### src/rtl/regfile_wb_arbiter.sv
// Round-robin arbiter sharing the register-file write port among NUM_REQ writeback
// sources, with a registered write stage and a pending-write scoreboard for RAW stalls.
module regfile_wb_arbiter #(
  parameter int NUM_REQ    = 3,
  parameter int XLEN       = 32,
  parameter int REG_ADDR_W = 5
) (
  input  logic                          clk,
  input  logic                          rst,
  input  logic [NUM_REQ-1:0]            req_valid,
  output logic [NUM_REQ-1:0]            req_ready,
  input  logic [NUM_REQ*REG_ADDR_W-1:0] req_rd,
  input  logic [NUM_REQ*XLEN-1:0]       req_data,
  input  logic                          issue_valid,
  input  logic [REG_ADDR_W-1:0]         issue_rd,
  input  logic [REG_ADDR_W-1:0]         rs1,
  input  logic [REG_ADDR_W-1:0]         rs2,
  output logic                          rf_reg_write,
  output logic [REG_ADDR_W-1:0]         rf_rd,
  output logic [XLEN-1:0]               rf_write_data,
  output logic [31:0]                   busy_vec,
  output logic                          hazard
);

  localparam int PTR_W = (NUM_REQ > 1) ? $clog2(NUM_REQ) : 1;
  localparam logic [PTR_W:0]   NUM_REQ_W  = (PTR_W + 1)'(NUM_REQ);
  localparam logic [PTR_W-1:0] LAST_IDX   = PTR_W'(NUM_REQ - 1);
  localparam logic [REG_ADDR_W-1:0] RD_ZERO = {REG_ADDR_W{1'b0}};

  logic [PTR_W-1:0]      rr_ptr_r;
  logic [NUM_REQ-1:0]    grant_s;
  logic                  grant_any_s;
  logic [PTR_W-1:0]      winner_s;
  logic [PTR_W:0]        idx_s;
  logic [REG_ADDR_W-1:0] win_rd_s;
  logic [XLEN-1:0]       win_data_s;
  logic [31:0]           busy_r;
  logic [31:0]           set_mask_s;
  logic [31:0]           clr_mask_s;

  // Round-robin scan from rr_ptr plus one-hot mux of the winner's rd/data.
  always_comb begin
    grant_s     = {NUM_REQ{1'b0}};
    grant_any_s = 1'b0;
    winner_s    = {PTR_W{1'b0}};
    idx_s       = {(PTR_W + 1){1'b0}};
    win_rd_s    = RD_ZERO;
    win_data_s  = {XLEN{1'b0}};
    for (int k = 0; k < NUM_REQ; k++) begin
      idx_s = {1'b0, rr_ptr_r} + (PTR_W + 1)'(k);
      if (idx_s >= NUM_REQ_W) begin
        idx_s = idx_s - NUM_REQ_W;
      end else begin
        idx_s = idx_s;
      end
      // Grants are suppressed while reset is held so nothing is acknowledged and then lost.
      if (!rst && !grant_any_s && req_valid[idx_s[PTR_W-1:0]]) begin
        grant_any_s                 = 1'b1;
        winner_s                    = idx_s[PTR_W-1:0];
        grant_s[idx_s[PTR_W-1:0]]   = 1'b1;
      end else begin
        grant_any_s = grant_any_s;
      end
    end
    for (int i = 0; i < NUM_REQ; i++) begin
      if (grant_s[i]) begin
        win_rd_s   = req_rd[i*REG_ADDR_W +: REG_ADDR_W];
        win_data_s = req_data[i*XLEN +: XLEN];
      end else begin
        win_rd_s   = win_rd_s;
      end
    end
  end

  assign req_ready = grant_s;

  // Registered write stage and round-robin pointer.
  always_ff @(posedge clk or posedge rst) begin
    if (rst) begin
      rf_reg_write  <= 1'b0;
      rf_rd         <= RD_ZERO;
      rf_write_data <= {XLEN{1'b0}};
      rr_ptr_r      <= {PTR_W{1'b0}};
    end else if (grant_any_s) begin
      rr_ptr_r     <= (winner_s == LAST_IDX) ? {PTR_W{1'b0}} : winner_s + PTR_W'(1);
      rf_reg_write <= (win_rd_s != RD_ZERO);
      // x0 writes are swallowed; rd/data keep their previous value.
      if (win_rd_s != RD_ZERO) begin
        rf_rd         <= win_rd_s;
        rf_write_data <= win_data_s;
      end
    end else begin
      rf_reg_write <= 1'b0;
    end
  end

  assign set_mask_s = (issue_valid && issue_rd != RD_ZERO) ? (32'd1 << issue_rd) : 32'd0;
  assign clr_mask_s = (rf_reg_write && rf_rd != RD_ZERO) ? (32'd1 << rf_rd) : 32'd0;

  // Scoreboard: a new issue beats a same-cycle writeback to the same register.
  always_ff @(posedge clk or posedge rst) begin
    if (rst) begin
      busy_r <= 32'd0;
    end else begin
      busy_r <= ((busy_r & ~clr_mask_s) | set_mask_s) & ~32'd1;
    end
  end

  assign busy_vec = busy_r;
  assign hazard   = (rs1 != RD_ZERO && busy_r[rs1]) || (rs2 != RD_ZERO && busy_r[rs2]);

endmodule

### config.mk
export PLATFORM = sky130hd
export DESIGN_NAME = regfile_wb_arbiter
export DESIGN_NICKNAME = d
export VERILOG_FILES = /design/src/rtl/regfile_wb_arbiter.sv
export SDC_FILE = /design/constraint.sdc
export NUM_CORES = 1
export LEC_CHECK = 0
export ABC_CLOCK_PERIOD_IN_PS = 6300
export BUFFER_PORTS_ARGS = -buffer_cell sky130_fd_sc_hd__buf_4
export CORE_MARGIN = 2
export CORE_UTILIZATION = 45
export CTS_CLUSTER_DIAMETER = 100
export DETAILED_ROUTE_END_ITERATION = 6
export PLACE_DENSITY = 0.78
export SLEW_MARGIN = 20
export SYNTH_ARGS = -nofsm -noshare
export SYNTH_HDL_FRONTEND = slang
export SYNTH_SLANG_ARGS = --single-unit
### constraint.sdc
create_clock -name clk -period 6.3 [get_ports clk]
set_input_delay 0.945 -clock clk [delete_from_list [all_inputs] [get_ports clk]]
set_output_delay 0.945 -clock clk [all_outputs]
set_load 0.01 [all_outputs]
After elaboration in Yosys (flattened, before gate mapping):

Cells that the tools add are included.

* add/sub/neg operators: 6
* $mul: 0
* divide/modulo/power cells: 0
* order comparisons: 11
* eq/ne operators: 1
* shifts and indexed selects: 2
* mux-type cells: 38
* bitwise gates (word level): 5
* reduce and logical (&&, ||, !) cells: 22

Operators with widths (number)
* 32-bit 2-to-1 mux: 5
* 1-bit by 5-bit << shifter with 32-bit output (first input constant): 2
* 32-bit AND: 1
* 32-bit inverter: 1
* 32-bit bitwise OR: 1
* 5-bit nonzero test: 5
* 5-bit 2-to-1 mux: 3
* 2-bit 2-to-1 mux: 7
* 1-bit logical AND: 12
* 5-bit by 6-bit less-than comparator with 1-bit output (second input constant): 2
* 1-bit 2-to-1 mux: 12
* 1-bit binary-select mux with 5-bit select: 2
* 2-bit by 3-bit less-than comparator with 1-bit output (second input constant): 3
* 3-bit 2-to-1 mux: 3
* 1-bit binary-select mux with 2-bit select: 3
* 1-bit demux with 2-bit select: 3
* 2-bit by 1-bit >= comparator with 1-bit output (second input constant): 3
* 3-bit by 2-bit >= comparator with 1-bit output (second input constant): 2
* 3-bit bitwise OR: 2
* 2-bit subtractor (second input constant): 3
* 2-bit by 1-bit adder with 3-bit output (second input constant): 1
* 2-bit by 2-bit adder with 3-bit output (second input constant): 1
* 1-bit logical NOT: 3
* 2-bit by 1-bit adder with 2-bit output (second input constant): 1
* 4 further kinds: 4

* flip-flop bits (word level): 71
* latch bits: 0
* memory bits (writable): 0
* memory bits (read-only): 0
* input bits: 132
* output and inout bits: 74
* logic and storage cells: 90
* memories kept: 0

Logic depth before layout (Yosys ltp):

Gate-level depths: netlist of run 1.

* word-level depth: 19
* gate-level depth with buffers: 14
* gate-level depth less buffers: 11

Worst setup path after synthesis of run 1:

No wires, ideal clock.

* kind: in2reg
* from: input port rst
* to: register rf_write_data[10]
* library setup time: 127 ps
* arrival: 4685 ps
* data required time: 6173 ps
* setup slack: 1488 ps
* stages on the path: 10
* path buffers: 3
* cells stage by stage: clkbuf_1 inv_1 and4_4 a211oi_1 a221oi_1 o22ai_1 nor4_2 buf_4 buf_6 mux2_1

* word-level cells in the longest chain between the ends: 16
* elaborated cells on any way between the ends: 24
* classes of those cells: mux (12); bitwise (2); reduce/logical (10)

Ends and longest elaborated chain
* start, declared: line 9 `input logic rst,`
* 1-bit logical NOT (no line) (*)
* 1-bit logical AND: line 57 `if (!rst && !grant_any_s && req_valid[idx_s[PTR_W-1:0]]) begin`
* 1-bit 2-to-1 mux: line 57
* 1-bit logical NOT: line 57
* 1-bit logical AND (2 in series): line 57
* 1-bit 2-to-1 mux: line 57
* 1-bit logical NOT: line 57
* 1-bit logical AND (2 in series): line 57
* 3-bit 2-to-1 mux: line 57
* 5-bit 2-to-1 mux (3 in series): line 66 `if (grant_s[i]) begin`
* 5-bit nonzero test: line 88 `if (win_rd_s != RD_ZERO) begin`
* 2-bit AND reduction (no line)
* end signal, assigned: line 82 `rf_write_data <= {XLEN{1'b0}};`
* end signal, assigned: line 90 `rf_write_data <= win_data_s;`
* end, declared: line 20 `output logic [XLEN-1:0] rf_write_data,`

Mark *: on every way between the ends. The rest lies on a longest branch, timed or not.
A chain may end at the register's enable or synchronous reset.

Worst setup path after layout of run 1:

* from: register rr_ptr_r[1]
* to: register rf_write_data[18]

* word-level cells in the longest chain between the ends: 19
* elaborated cells on any way between the ends: 55
* classes of those cells: add/sub (5); order compare (9); mux (27); bitwise (2); reduce/logical (12)

Ends and longest elaborated chain
* start, declared: line 30 `logic [PTR_W-1:0] rr_ptr_r;`
* start signal, assigned: line 83 `rr_ptr_r <= {PTR_W{1'b0}};`
* start signal, assigned: line 85 `rr_ptr_r <= (winner_s == LAST_IDX) ? {PTR_W{1'b0}} : winner_s + PTR_W'(1);`
* parallel branches: the longest is 19 deep, another holds 2-bit by 1-bit adder with 3-bit output

Parallel ways; which one is timed is not known. The select of a mux whose other input is x is not followed.

==> results of run 1 <==
Yosys cell counts, types with 2 or more instances:
cell type  instances  area, µm²
buf_6              2      22.52
nor2_1            72      270.3
mux2_1            14      157.7
a221oi_1          33      289.0
clkbuf_1          18      67.56
buf_4              2      15.01
buf_2              3      15.01
nand3_1            5      25.02
nand2b_1           5      31.28
a21oi_1            6      30.03
or3_1              2      12.51
or2_2              9      56.30
ha_1               4      50.05
o21ai_0           68      340.3
nor2b_1            2      12.51
nand4b_1           2      17.52
o2bb2ai_1          2      17.52
mux2_2            21      236.5
a31oi_1            2      12.51
inv_1             12      45.04
a21o_1             4      30.03
dfrtp_1           71       1777
nand3b_1           7      52.55
mux4_2            18      405.4
o22ai_1            2      12.51
mux2i_1            6      60.06
nand2_1           13      48.80
a211oi_1           3      22.52
a32oi_1            3      26.28
flip-flops by register name, indices dropped and copies added (netlist names):
register and cells:
rr_ptr_r 2, busy_vec 31, rf_reg_write 1, rf_write_data 32, rf_rd 5
report_power, final:
group	switching, mW	internal [mW]	leakage [nW]
Combinational	0.886	0.898	1.92
Sequential	0.193	0.654	0.849
Clock	0.165	0.216	0.109
Total	1.24	1.77	2.88
metal layers:
metal  vias up  track usage (%)  wire length (µm)
li1       2009                -                 -
met1      2062            32.42              5260
met2       188            45.70              6986
met3        24            4.241               878
met4         0            9.436               308
met5         -                0                 0
cells in the final DEF (no fill, tap or decap), types with 6 or more instances in the layout:
master / instances
a21oi_1: 6
a221oi_1: 33
buf_4: 209
clkbuf_8: 12
dfrtp_1: 71
inv_1: 11
mux2_1: 14
mux2_2: 21
mux2i_1: 6
mux4_2: 18
nand2_1: 13
nand3b_1: 7
nor2_1: 72
o21ai_0: 68
or2_2: 9
area by class of cell:
type | count | area (µm²)
Fill cell | 765 | 3094
Clock inverter | 4 | 51.30
Timing Repair Buffer | 209 | 1569
Multi-Input combinational cell | 322 | 2417
Inverter | 13 | 48.80
Clock buffer | 12 | 165.2
Tap cell | 129 | 161.4
Sequential cell | 71 | 1777
worst max-delay path, delay by kind of cell, from the launching register on:
kind	cells	cell delay (ns)
buf+inv	5	1.18
compound gates	5	1.10
mux	2	0.79
simple gates	1	0.72
flops	1	0.42
fa+ha+maj	1	0.29
cell families after synthesis:
logic type      count (synthesis)  synth area share (%)
simple gates                  125                 13.69
buf+inv                        38                 3.890
mux                            60                 20.14
compound gates                132                 20.12
other cells                     1               0.08637
flops                          71                 40.92
fa+ha+maj                       4                 1.153
path summary, 6_finish.rpt:
path	end	slack [ns]	cells past startpoint	start
min reg2reg	rf_write_data[2]	0.50	1	rf_write_data[2]
min in group asynchronous	busy_vec[25]	0.97	3	rst
min	rf_write_data[2]	0.50	1	rf_write_data[2]
max in group asynchronous	rf_write_data[12]	4.77	3	rst
max	rf_write_data[18]	1.65	14	rr_ptr_r[1]
max reg2reg	rf_write_data[18]	1.65	14	rr_ptr_r[1]
==> impl_metrics.json, run 1 <==
{
  "ys_warn_count": 0,
  "crit_arrival_ns": 4.87,
  "drc": 0,
  "grt_pass1_wl_um": 21070,
  "place_congestion": 0.8948,
  "dr.first_iter.drc_count": 145,
  "hold_buffers": 0,
  "rsz0062_at_grt": "false",
  "cts_max_path_buffers": 2,
  "async_reset_ff_share_pct": 100.0,
  "total_power_mw": 3.011,
  "period_needed_ns": 4.655,
  "worst-setup-path-type": "reg -> reg",
  "dieArea_um2": 10450,
  "rows": 35,
  "numCtsBuffers": 9,
  "n_antenna_cell": 0,
  "grt_overflow": 0,
  "max_stage_delay_ns": 0.72,
  "hp-class": "reg -> reg",
  "ys_ff_latch": 71,
  "max_freq_mhz": 214.8,
  "io-pin-count": 206,
  "synthCells": 431,
  "clk_pin_slew_ns": 0.07,
  "crit_top_cell": "buf_4",
  "power_leakage_nw": 2.876,
  "dp_hpwl_um": 10750,
  "cts.sinks": 71,
  "ant_nets": 0,
  "cp-end-kind": "flip-flop",
  "setup_viol": 0,
  "numPortBuffers": 204,
  "maxSlewViolCount": 0,
  "slew_headroom_pct": 41.01,
  "cts_resized": 0,
  "dr_total_vias": 4283,
  "period_share_pct": 73.89,
  "cts_root_buffer": "clkbuf_8",
  "maxCapViolations": 0,
  "final_cells": 760,
  "clk_latency_ns": 0.33,
  "grt_max_degree": 74,
  "dp_cells": 744,
  "layout-drive-gt1-share_pct": 45.17,
  "dieHeight_um": 102.2,
  "status": "completed",
  "ys_types": 49,
  "post_cts_buffers": 0,
  "synth_area_per_cell_um2": 10.07,
  "crit_slowest_cell": "nor4_4",
  "synthesis.nets": 567,
  "wl_per_cell_um": 17.68,
  "yosysSeqAreaShare_pct": 40.92,
  "tightestPinTransition_ns": 0.8849,
  "first_global_vias": 4260,
  "ir_drop_v": 0.0002833,
  "firstDrtPassIters": 5,
  "htreeDepth": 3,
  "nets": 762,
  "post-route-util_pct": 66.67,
  "cp_cell_sequence": "inv_1 -> ha_1 -> mux2_2 -> a21oi_2 -> o22a_1 -> a2bb2oi_4 -> buf_4 -> inv_2 -> buf_4 -> a221oi_1 -> o22ai_1 -> nor4_4 -> buf_4 -> mux2_2",
  "cp-start-kind": "flip-flop",
  "finalInstanceArea_um2": 6190,
  "area_growth_pct": 42.56,
  "finalSetupTns_ns": 0,
  "placement.cell_area_um2": 5972,
  "routed_wl_um": 13430,
  "required_ns": 6.51,
  "tritoncts": "done",
  "setup_slack_ns": 1.645,
  "core-area_um2": 9284,
  "dieWidth_um": 102.2,
  "synth_edf_count": 0,
  "finalHoldViolations": 0,
  "grt_antenna_before_repair": 0,
  "syn_area_um2": 4342,
  "cp_max_fo": 41,
  "synth_flop_cell": "dfrtp_1",
  "avgViaCountPerCell": 5.636,
  "whs_ns": 0.4956,
  "start_util_pct": 46.77,
  "grt_use_total_pct": 26.00,
  "place_worst_setup_slack_ns": 1.498,
  "skew_ns": 0.01118,
  "p_per_area_nw_per_um2": 486.4
}
Note: power is estimated with default switching activity, not from simulation.
==> run 2: changes to the inputs <==
--- a/config.mk
+++ b/config.mk
@@ -5,10 +5,10 @@
 export SDC_FILE = /design/constraint.sdc
 export NUM_CORES = 1
 export LEC_CHECK = 0
-export ABC_CLOCK_PERIOD_IN_PS = 6300
+export ABC_CLOCK_PERIOD_IN_PS = 4000
 export BUFFER_PORTS_ARGS = -buffer_cell sky130_fd_sc_hd__buf_4
 export CORE_MARGIN = 2
-export CORE_UTILIZATION = 45
+export CORE_UTILIZATION = 43
 export CTS_CLUSTER_DIAMETER = 100
 export DETAILED_ROUTE_END_ITERATION = 6
 export PLACE_DENSITY = 0.78
==> constraint.sdc (replaced) <==
create_clock -name clk -period 4 [get_ports clk]
set_input_delay 0.6 -clock clk [delete_from_list [all_inputs] [get_ports clk]]
set_output_delay 0.6 -clock clk [all_outputs]
set_load 0.01 [all_outputs]
==> run 2 against run 1 <==
Net effect: first-iteration DRC count increased by 37%; highest routed layer unchanged; die area up 4.5%; count of clock-buffer cells in the layout is 1 higher; non-clock buffer count up 1; sequential cell count unchanged; largest power group unchanged.
==> impl_metrics.json, run 2 (synthesized netlist as in run 1, its figures left out) <==
{
  "cp-end-kind": "primary output",
  "post_cts_buffers": 0,
  "n_antenna_cell": 0,
  "drc": 0,
  "grt_use_total_pct": 25.46,
  "crit_slowest_cell": "dfrtp_1",
  "rsz0062_at_grt": "false",
  "top_register": "rf_write_data",
  "period_share_pct": 88.08,
  "wl_per_cell_um": 17.81,
  "wl_met3_um": 1081,
  "setup_viol": 0,
  "slew_headroom_pct": 45.82,
  "finalSetupTns_ns": 0,
  "grt_overflow": 0,
  "status": "completed",
  "dieHeight_um": 104.5,
  "dp_hpwl_um": 10800,
  "power_leakage_nw": 2.881,
  "combPwrFrac_pct": 58.9,
  "firstDrtPassIters": 4,
  "fillers": 769,
  "core-area_um2": 9774,
  "cts.sinks": 71,
  "setup_slack_ns": 0.4767,
  "route.top_layer_used": "met4",
  "layout-drive-gt1-share_pct": 44.94,
  "avgViaCountPerCell": 5.690,
  "crit_top_cell": "buf_4",
  "cp-start-kind": "flip-flop",
  "cp_cell_sequence": "inv_1 -> ha_1 -> mux2_2 -> a21oi_2 -> and4_4 -> a21o_1 -> buf_4 -> buf_4",
  "multi_input_area_um2": 2417,
  "finalHoldViolations": 0,
  "switchingPower_mw": 1.943,
  "cts_resized": 0,
  "place_worst_setup_slack_ns": 0.4898,
  "crit_arrival_ns": 2.92,
  "p_sw_share_pct": 40.60,
  "ir_drop_v": 0.0005414,
  "numPortBuffers": 204,
  "dieArea_um2": 10920,
  "io-pin-count": 206,
  "place_congestion": 0.9061,
  "grt_max_degree": 66,
  "layout_common_cells": "buf_4 (210), nor2_1 (72), dfrtp_1 (71), o21ai_0 (68), a221oi_1 (33)",
  "max_stage_delay_ns": 0.42,
  "cts_max_path_buffers": 2,
  "clk_latency_ns": 0.33,
  "seq_area_um2": 1777,
  "dieWidth_um": 104.5,
  "dr_total_vias": 4353,
  "first_global_vias": 4354,
  "clk_pin_slew_ns": 0.07,
  "cts_root_buffer": "clkbuf_8",
  "numCtsBuffers": 9,
  "cp_max_fo": 33,
  "start_util_pct": 44.42,
  "maxCapViolations": 0,
  "drt-met1-wl_um": 5346,
  "grt_antenna_before_repair": 0,
  "hp-class": "in -> async",
  "tightestPinTransition_ns": 0.8126,
  "cp-startpoint": "rr_ptr_r[1]",
  "rows": 36,
  "area_growth_pct": 43.11,
  "largest_reg_flops": 32,
  "ant_nets": 0,
  "required_ns": 3.40,
  "period_needed_ns": 3.523,
  "p_per_area_nw_per_um2": 770.2,
  "p_int_mw": 2.843,
  "hold_buffers": 0,
  "max_freq_mhz": 283.8,
  "htreeDepth": 3,
  "final_common_cell": "buf_4",
  "dr.first_iter.drc_count": 199,
  "skew_ns": 0.007300,
  "tritoncts": "done",
  "grt_pass1_wl_um": 22170,
  "reg2reg_from": "rr_ptr_r[1]",
  "maxSlewViolCount": 0,
  "worst-setup-path-type": "reg -> out",
  "seqPwrFrac_pct": 28.0,
  "wl_met2_um": 6832,
  "nets": 763,
  "routed_wl_um": 13630,
  "clkPwrFrac_pct": 13.1
}
run 2: changes by cell type in the layout (fill, tap and decap cells not counted), sizes merged:
cell	before	now
buf	209	210
bufinv	1	2
clkbuf	12	13
inv	14	12
run 2: worst max-delay path, delay by kind of cell (launching register included):
family / cells / cell delay [ns]
buffers and inverters: 3 / 0.65
AO/OA/AOI/OAI: 2 / 0.49
flip-flops: 1 / 0.42
multiplexers: 1 / 0.40
AND/OR/NAND/NOR: 1 / 0.31
adder cells (fa/ha/maj): 1 / 0.30
run 2: worst paths after layout:
check / end / slack [ns] / cells after the start
setup / recovery: req_ready[1] / 0.48 / 8
hold / removal: rf_write_data[23] / 0.24 / 2
setup reg to reg: rf_write_data[31] / 0.50 / 12
hold reg to reg: rf_write_data[2] / 0.49 / 1
max in group asynchronous: busy_vec[31] / 2.70 / 3
min in group clk: rf_write_data[2] / 0.49 / 1
run 2: power by group through the flow:
stage	clock (mW)	sequential [mW]	combinational, mW
final	0.628	1.34	2.82
after global routing	0.677	1.38	3.09
after detailed placement	0	1.34	2.83
after CTS	0.641	1.33	2.84
after global placement	0	1.32	2.77
after floorplan	0	1.36	1.81
run 2: layer usage:
metal	track usage, %	vias to the layer above
li1	-	2012
met1	32.33	2096
met2	42.76	218
met3	5.075	27
met4	9.942	0
met5	0	-
run 2: area by class of cell:
type | instances | share of cell area (%)
multi-input cells | 322 | 38.90
inverters | 13 | 0.8458
well taps | 133 | 2.678
clock inverters | 3 | 1.047
repair buffers | 210 | 25.37
clock buffers | 13 | 2.557
flip-flops and latches | 71 | 28.59
run 2: through the flow:
step           util (%)  hold slack [ns]  std cells  instance area [µm²]  power (mW)
6_report          63.57           0.2441        765                 6213       4.785
3_5_place_dp      61.26           0.4821        749                 5988       4.179
2_1_floorplan         -           0.5344        431                 4353       3.169
4_1_cts           63.56           0.2321        765                 6212       4.814
3_3_place_gp      61.26           0.4761        749                 5988       4.097
5_1_grt           63.57           0.2503        765                 6213       5.151
